## src/rtl/mdu_iter_core_pkg.sv

```systemverilog
// mdu_iter_core_pkg: op/state encodings and iteration count shared by the MDU iterative core.  rev 1.0
`default_nettype none

package mdu_iter_core_pkg;

  localparam logic [1:0] MDUC_MULT  = 2'd0;
  localparam logic [1:0] MDUC_MULTU = 2'd1;
  localparam logic [1:0] MDUC_DIV   = 2'd2;
  localparam logic [1:0] MDUC_DIVU  = 2'd3;

  localparam int ITER = 32;

  typedef enum logic [1:0] {
    S_IDLE = 2'd0,
    S_CALC = 2'd1,
    S_FIN  = 2'd2
  } state_t;

  function automatic logic op_is_div(input logic [1:0] op);
    return op[1];
  endfunction

  function automatic logic op_is_signed(input logic [1:0] op);
    return ~op[0];
  endfunction

endpackage

`default_nettype wire

```

## src/rtl/mdu_iter_core_sign_fix.sv

```systemverilog
// mdu_sign_fix: converts the raw magnitude result into final hi/lo (sign fix, divide-by-zero).  rev 1.0
`default_nettype none

module mdu_sign_fix
  import mdu_iter_core_pkg::*;
#(
  parameter int WIDTH = 32
) (
  input  logic [WIDTH-1:0] raw_hi,
  input  logic [WIDTH-1:0] raw_lo,
  input  logic [WIDTH-1:0] a_orig,
  input  logic [1:0]       op,
  input  logic             sign_a,
  input  logic             sign_b,
  input  logic             divzero,
  output logic [WIDTH-1:0] hi,
  output logic [WIDTH-1:0] lo
);

  logic [2*WIDTH-1:0] prod_neg;

  assign prod_neg = ~{raw_hi, raw_lo} + 1'b1;

  always_comb begin
    hi = raw_hi;
    lo = raw_lo;
    if (divzero) begin
      hi = a_orig;
      lo = '1;
    end else if (op == MDUC_MULT) begin
      if (sign_a ^ sign_b) begin
        {hi, lo} = prod_neg;
      end
    end else if (op == MDUC_DIV) begin
      // remainder follows the dividend, quotient follows the sign difference
      if (sign_a ^ sign_b) begin
        lo = ~raw_lo + 1'b1;
      end
      if (sign_a) begin
        hi = ~raw_hi + 1'b1;
      end
    end
  end

endmodule

`default_nettype wire

```

## src/rtl/mdu_iter_core.sv

```systemverilog
// mdu_iter_core: fixed-latency radix-2 shift-add multiplier / restoring divider for MULT/DIV.  rev 1.0
`default_nettype none

module mdu_iter_core
  import mdu_iter_core_pkg::*;
#(
  parameter int WIDTH = 32
) (
  input  logic             clk,
  input  logic             reset,
  input  logic             start,
  input  logic [1:0]       op,
  input  logic [WIDTH-1:0] a,
  input  logic [WIDTH-1:0] b,
  input  logic             flush,
  output logic             busy,
  output logic             done,
  output logic [WIDTH-1:0] hi,
  output logic [WIDTH-1:0] lo
);

  localparam int CNT_W = $clog2(ITER) + 1;

  state_t state, state_next;

  logic [1:0]       op_q;
  logic             sign_a, sign_b, divzero;
  logic [WIDTH-1:0] a_orig;
  logic [WIDTH-1:0] operand;
  logic [WIDTH-1:0] acc, shreg;
  logic [WIDTH-1:0] acc_next, shreg_next;
  logic [CNT_W-1:0] counter;

  logic [WIDTH-1:0] mag_a, mag_b;
  logic [WIDTH:0]   mul_sum, div_shift;
  logic             div_ge;
  logic [WIDTH-1:0] fix_hi, fix_lo;

  assign busy = (state != S_IDLE);

  assign mag_a = (op_is_signed(op) && a[WIDTH-1]) ? (~a + 1'b1) : a;
  assign mag_b = (op_is_signed(op) && b[WIDTH-1]) ? (~b + 1'b1) : b;

  always_ff @(posedge clk) begin
    if (!reset) begin
      state <= S_IDLE;
    end else begin
      state <= state_next;
    end
  end

  always_comb begin
    state_next = state;
    case (state)
      S_IDLE: if (start) state_next = S_CALC;
      S_CALC: begin
        if (flush) begin
          state_next = S_IDLE;
        end else if (counter == CNT_W'(ITER - 1)) begin
          state_next = S_FIN;
        end
      end
      S_FIN:   state_next = S_IDLE;
      default: state_next = S_IDLE;
    endcase
  end

  // {acc, shreg} is {product_hi, multiplier} for multiply and {remainder, quotient} for divide
  always_comb begin
    mul_sum    = {1'b0, acc} + (shreg[0] ? {1'b0, operand} : '0);
    div_shift  = {acc, shreg[WIDTH-1]};
    div_ge     = (div_shift >= {1'b0, operand});
    acc_next   = mul_sum[WIDTH:1];
    shreg_next = {mul_sum[0], shreg[WIDTH-1:1]};
    if (op_is_div(op_q)) begin
      if (div_ge) begin
        acc_next = WIDTH'(div_shift - {1'b0, operand});
      end else begin
        acc_next = div_shift[WIDTH-1:0];
      end
      shreg_next = {shreg[WIDTH-2:0], div_ge};
    end
  end

  mdu_sign_fix #(
    .WIDTH (WIDTH)
  ) u_sign_fix (
    .raw_hi  (acc),
    .raw_lo  (shreg),
    .a_orig  (a_orig),
    .op      (op_q),
    .sign_a  (sign_a),
    .sign_b  (sign_b),
    .divzero (divzero),
    .hi      (fix_hi),
    .lo      (fix_lo)
  );

  always_ff @(posedge clk) begin
    if (!reset) begin
      op_q    <= '0;
      sign_a  <= 1'b0;
      sign_b  <= 1'b0;
      divzero <= 1'b0;
      a_orig  <= '0;
      operand <= '0;
      acc     <= '0;
      shreg   <= '0;
      counter <= '0;
      done    <= 1'b0;
      hi      <= '0;
      lo      <= '0;
    end else begin
      done <= 1'b0;
      case (state)
        S_IDLE: begin
          if (start) begin
            op_q    <= op;
            sign_a  <= a[WIDTH-1];
            sign_b  <= b[WIDTH-1];
            divzero <= (b == '0) && op_is_div(op);
            a_orig  <= a;
            operand <= op_is_div(op) ? mag_b : mag_a;
            shreg   <= op_is_div(op) ? mag_a : mag_b;
            acc     <= '0;
            counter <= '0;
          end
        end
        S_CALC: begin
          acc     <= acc_next;
          shreg   <= shreg_next;
          counter <= counter + 1'b1;
        end
        S_FIN: begin
          if (!flush) begin
            hi   <= fix_hi;
            lo   <= fix_lo;
            done <= 1'b1;
          end
        end
        default: ;
      endcase
    end
  end

endmodule

`default_nettype wire

```

## config.mk

```make
export PLATFORM = sky130hd
export DESIGN_NAME = mdu_iter_core
export DESIGN_NICKNAME = d
export VERILOG_FILES = /design/src/rtl/mdu_iter_core_pkg.sv /design/src/rtl/mdu_iter_core_sign_fix.sv /design/src/rtl/mdu_iter_core.sv
export SDC_FILE = /design/constraint.sdc
export NUM_CORES = 1
export LEC_CHECK = 0
export BUFFER_PORTS_ARGS = -buffer_cell sky130_fd_sc_hd__buf_2
export CORE_UTILIZATION = 50
export CTS_CLUSTER_DIAMETER = 30
export CTS_CLUSTER_SIZE = 28
export DETAILED_ROUTE_END_ITERATION = 8
export PLACE_DENSITY = 0.7
export RECOVER_POWER = 25
export SLEW_MARGIN = 20
export SYNTH_ARGS = -nofsm -noshare
export SYNTH_HDL_FRONTEND = slang
export SYNTH_SLANG_ARGS = --single-unit
```

## constraint.sdc

```tcl
create_clock -name clk -period 3 [get_ports clk]
set_input_delay 0.6 -clock clk [delete_from_list [all_inputs] [get_ports clk]]
set_output_delay 0.6 -clock clk [all_outputs]
set_load 0.02 [all_outputs]
```

==> results.md <==
## Clocking
• 205 — clock net sink count
• 2 — Max H-tree Level
• sky130_fd_sc_hd__clkbuf_16 — root buf cell
• 0.05 ns — register clock-pin slew on the reported worst setup and hold paths
• 50 — TritonCTS buffer count
• done — clock tree from TritonCTS
• 0 — number of hold buffers added after CTS
• 0.59 ns — Worst-Skew Late Latency
• 3 — Max Buffers Root-to-Sink

## Run status
• finished clean — outcome

## Global routing
• 0 — overflow left after global routing
• 41.2% — global-route total usage across every layer
• 92 — maximum number of pins on one net before global-route repair
• 100 mm — wire length of the first global-routing pass
• 17146 — number of global-route vias before repair
• 0 — number of antenna violations at the first check in global routing

## Worst setup path
• 11 — R2R cell count
• register — kind of start point of the critical path
• 3.42 ns — Data required, critical path
• acc[0]$_SDFFE_PN0P_ — launching point of the worst reg2reg path
• reg2reg — start-to-end type of the worst setup path
• hi[22]$_SDFFE_PN0P_ — capture point of the worst reg-to-reg path
• 3.38 ns — Worst EP arrival
• 0.04 ns — reg-to-reg setup timing slack
• 4 — maximum fanout count along the critical path
• register — type of destination of the critical path

## Place
• 135 — number of input and output port buffers inserted
• 1.04 — last weighted congestion value of the routability-driven placer
• 50.8 mm — DP HPWL

## Synthesis
• 15700 sq um — combined area of all synthesized cells
• 0% — FFs w/ async S/R, synth
• 26.1% — post-synthesis sequential area ratio
• 7.39 sq um — mean instance size in the synthesized netlist
• sky130_fd_sc_hd__dfxtp_1 — dominant synthesized flop cell
• 205 — flop and latch count out of synthesis
• 2266 — net count after synthesis
• 91 — number of different library cells in the post-synthesis netlist
• 2125 — Post-Synthesis Cells
• 0 — total of warnings raised by yosys
• 0 — number of enable-type register cells in the synthesized netlist

## Min path
• flush — startpoint of the lowest-slack hold path
• state[1]$_SDFFE_PN0P_ — destination of the worst hold path
• in2reg — Hold Crit Class
• 2 — worst hold path depth

## STA
• 2.96 ns — fin crit period
• 1.27 ns — Least-Margin Pin Slew
• 0.222 ns — worst slack on hold paths
• 0 — max-slew violation count
• 0 — final number of setup-violating endpoints
• true — unrepaired setup endpoints after global routing
• 0 ns — Setup Total Neg Slack
• 0.338 GHz — timing-limited maximum frequency
• 15.4% — max-slew headroom at the worst pin
• 0.0462 ns — Post-Route Skew
• 0 — final count of hold timing violations
• 98.7% — crit share post-route

## Floorplanning
• 179 um — Die W
• 136 — I/O pin total
• 64 — Cell Rows
• 32100 sq um — die area
• 179 um — Die H
• 30700 sq um — placeable core region
• 51.1% — Initial Util

## Layout
• 23.3% — ratio of cells with drive above 1 in the final layout
• 32.8% — area growth from synthesis to final layout
• 0 — Antenna Cells
• 2608 — Layout Nets

## Route
• 0 — Routed Antenna Nets
• 6 — iteration count of the initial detailed-routing pass
• 6.28 — vias per cell
• 18251 — via count
• 23.2 um — average routed wire per standard cell
• 2291 — detailed router's first-iteration violation count
• 0 — drt drc
• 67.4 mm — Routed WL

## Job
• 0 — Max Cap Violations

## Power and ir drop
• 597 nW/um^2 — ratio of total power to cell area
• 674 uV — maximum vdd drop
• 0.00880 uW — static power due to leakage
• 12500 uW — Overall Power

==> cells by family (layout without fill, tap and decap cells) <==
logic type               count (synthesis)  in the layout  synth area share (%)
buffers and inverters                  212            596                  5.30
adder cells (fa/ha/maj)                 71             71                  5.75
AO/OA/AOI/OAI                          659            659                  26.0
multiplexers                            76             76                  4.88
AND/OR/NAND/NOR                        729            729                  22.3
XOR/XNOR                               173            173                  9.64
flip-flops                             205            205                  26.1
==> state kept, by name, indices dropped and copies added (netlist names) <==
register  cells
a_orig       31
acc          32
counter       6
divzero       1
done          1
hi           32
lo           32
op_q          2
operand      32
shreg        32
sign_a        1
sign_b        1
state         2
==> cell usage in the layout (no fill, tap or decap), types with 25 or more instances in the layout <==
| cell | instances |
|---|---|
| sky130_fd_sc_hd__buf_4 | 292 |
| sky130_fd_sc_hd__nor2_1 | 230 |
| sky130_fd_sc_hd__a21oi_1 | 226 |
| sky130_fd_sc_hd__nand2_1 | 200 |
| sky130_fd_sc_hd__dfxtp_1 | 200 |
| sky130_fd_sc_hd__o21ai_0 | 159 |
| sky130_fd_sc_hd__xnor2_1 | 94 |
| sky130_fd_sc_hd__xor2_1 | 78 |
| sky130_fd_sc_hd__buf_2 | 73 |
| sky130_fd_sc_hd__nand3_1 | 70 |
| sky130_fd_sc_hd__mux2i_1 | 70 |
| sky130_fd_sc_hd__clkbuf_1 | 69 |
| sky130_fd_sc_hd__ha_1 | 60 |
| sky130_fd_sc_hd__inv_1 | 55 |
| sky130_fd_sc_hd__nor3_1 | 55 |
| sky130_fd_sc_hd__clkbuf_16 | 52 |
| sky130_fd_sc_hd__nand2b_1 | 25 |
==> power breakdown <==
part	switching, uW	internal [uW]	total (uW)
Sequential	133	2880	3010
Clock	1850	4070	5930
Combinational	2080	1430	3510
Total	4070	8390	12500
==> worst max-delay path: stages, from the launching register on <==
cell,delay (ns)
sky130_fd_sc_hd__dfxtp_1,0.34
sky130_fd_sc_hd__inv_1,0.13
sky130_fd_sc_hd__ha_1,0.20
sky130_fd_sc_hd__nor2b_1,0.18
sky130_fd_sc_hd__nand3_1,0.15
sky130_fd_sc_hd__or4b_4,0.55
sky130_fd_sc_hd__or3_4,0.37
sky130_fd_sc_hd__nor3_2,0.23
sky130_fd_sc_hd__a21oi_1,0.10
sky130_fd_sc_hd__o21ai_1,0.16
sky130_fd_sc_hd__xor2_1,0.29
sky130_fd_sc_hd__o22ai_1,0.11
==> Yosys cell counts, types with 21 or more instances <==
cell type,count,share of area (%)
sky130_fd_sc_hd__nor3_1,57,1.8
sky130_fd_sc_hd__ha_1,69,5.5
sky130_fd_sc_hd__a21oi_1,232,7.4
sky130_fd_sc_hd__a211oi_1,23,1.1
sky130_fd_sc_hd__o21ai_0,167,5.3
sky130_fd_sc_hd__dfxtp_1,205,26
sky130_fd_sc_hd__a21o_1,21,1.0
sky130_fd_sc_hd__xnor2_1,94,5.2
sky130_fd_sc_hd__nand2_1,201,4.8
sky130_fd_sc_hd__nor2_1,236,5.6
sky130_fd_sc_hd__clkbuf_1,128,3.1
sky130_fd_sc_hd__inv_1,63,1.5
sky130_fd_sc_hd__xor2_1,79,4.4
sky130_fd_sc_hd__nand2b_1,26,1.0
sky130_fd_sc_hd__mux2i_1,71,4.5
sky130_fd_sc_hd__nand3_1,71,2.3
sky130_fd_sc_hd__o31ai_1,25,1.2
==> layout make-up <==
cell class                 instances  area [sq um]
fill                            2593          9890
clock buffer                      64          1400
inverter                          63           239
tap                              396           495
timing repair buffer             439          3010
sequential                       205          4110
multi-input combinational       1708         11100
clock inverter                    30           467
==> metal layers <==
layer	share of wire [%]	GRT usage, %	vias up
met3	9.0	7.87	242
met5	0	0	-
met4	5.8	22.3	0
met2	45	65.6	1073
met1	40	52.2	8614
li1	-	-	8322
==> how the worst max path moves through the flow <==
stage	to	from	depth (start not counted)	slack (ns)
floorplan	acc[26]$_SDFFE_PN0P_	shreg[0]$_SDFFE_PN0P_	13	0.08
global placement	acc[31]$_SDFFE_PN0P_	shreg[0]$_SDFFE_PN0P_	13	-0.21
detailed placement	acc[31]$_SDFFE_PN0P_	shreg[0]$_SDFFE_PN0P_	13	-0.27
CTS	acc[26]$_SDFFE_PN0P_	acc[3]$_SDFFE_PN0P_	11	0.00009
global route	acc[19]$_SDFFE_PN0P_	operand[6]$_SDFFE_PN0P_	12	-0.11
finish	hi[22]$_SDFFE_PN0P_	acc[0]$_SDFFE_PN0P_	11	0.04
==> timing repair <==
action,in CTS,in global routing
pin swaps,1,22
gates cloned,0,1
buffers inserted,0,12
setup endpoints to repair,13,37
gates resized for setup,13,65
==> per-stage QoR <==
step	setup slack (ns)	instances	util, %	instance area (sq um)
CTS	0.0000946	2893	66.7	20500
detailed placement	-0.269	2799	60.5	18600
global route	-0.107	2905	67.8	20900
global placement	-0.214	2799	60.5	18600
floorplan	0.0834	2125	-	15700
finish	0.0396	2905	67.8	20900
Note: power is estimated with default switching activity, not from simulation.
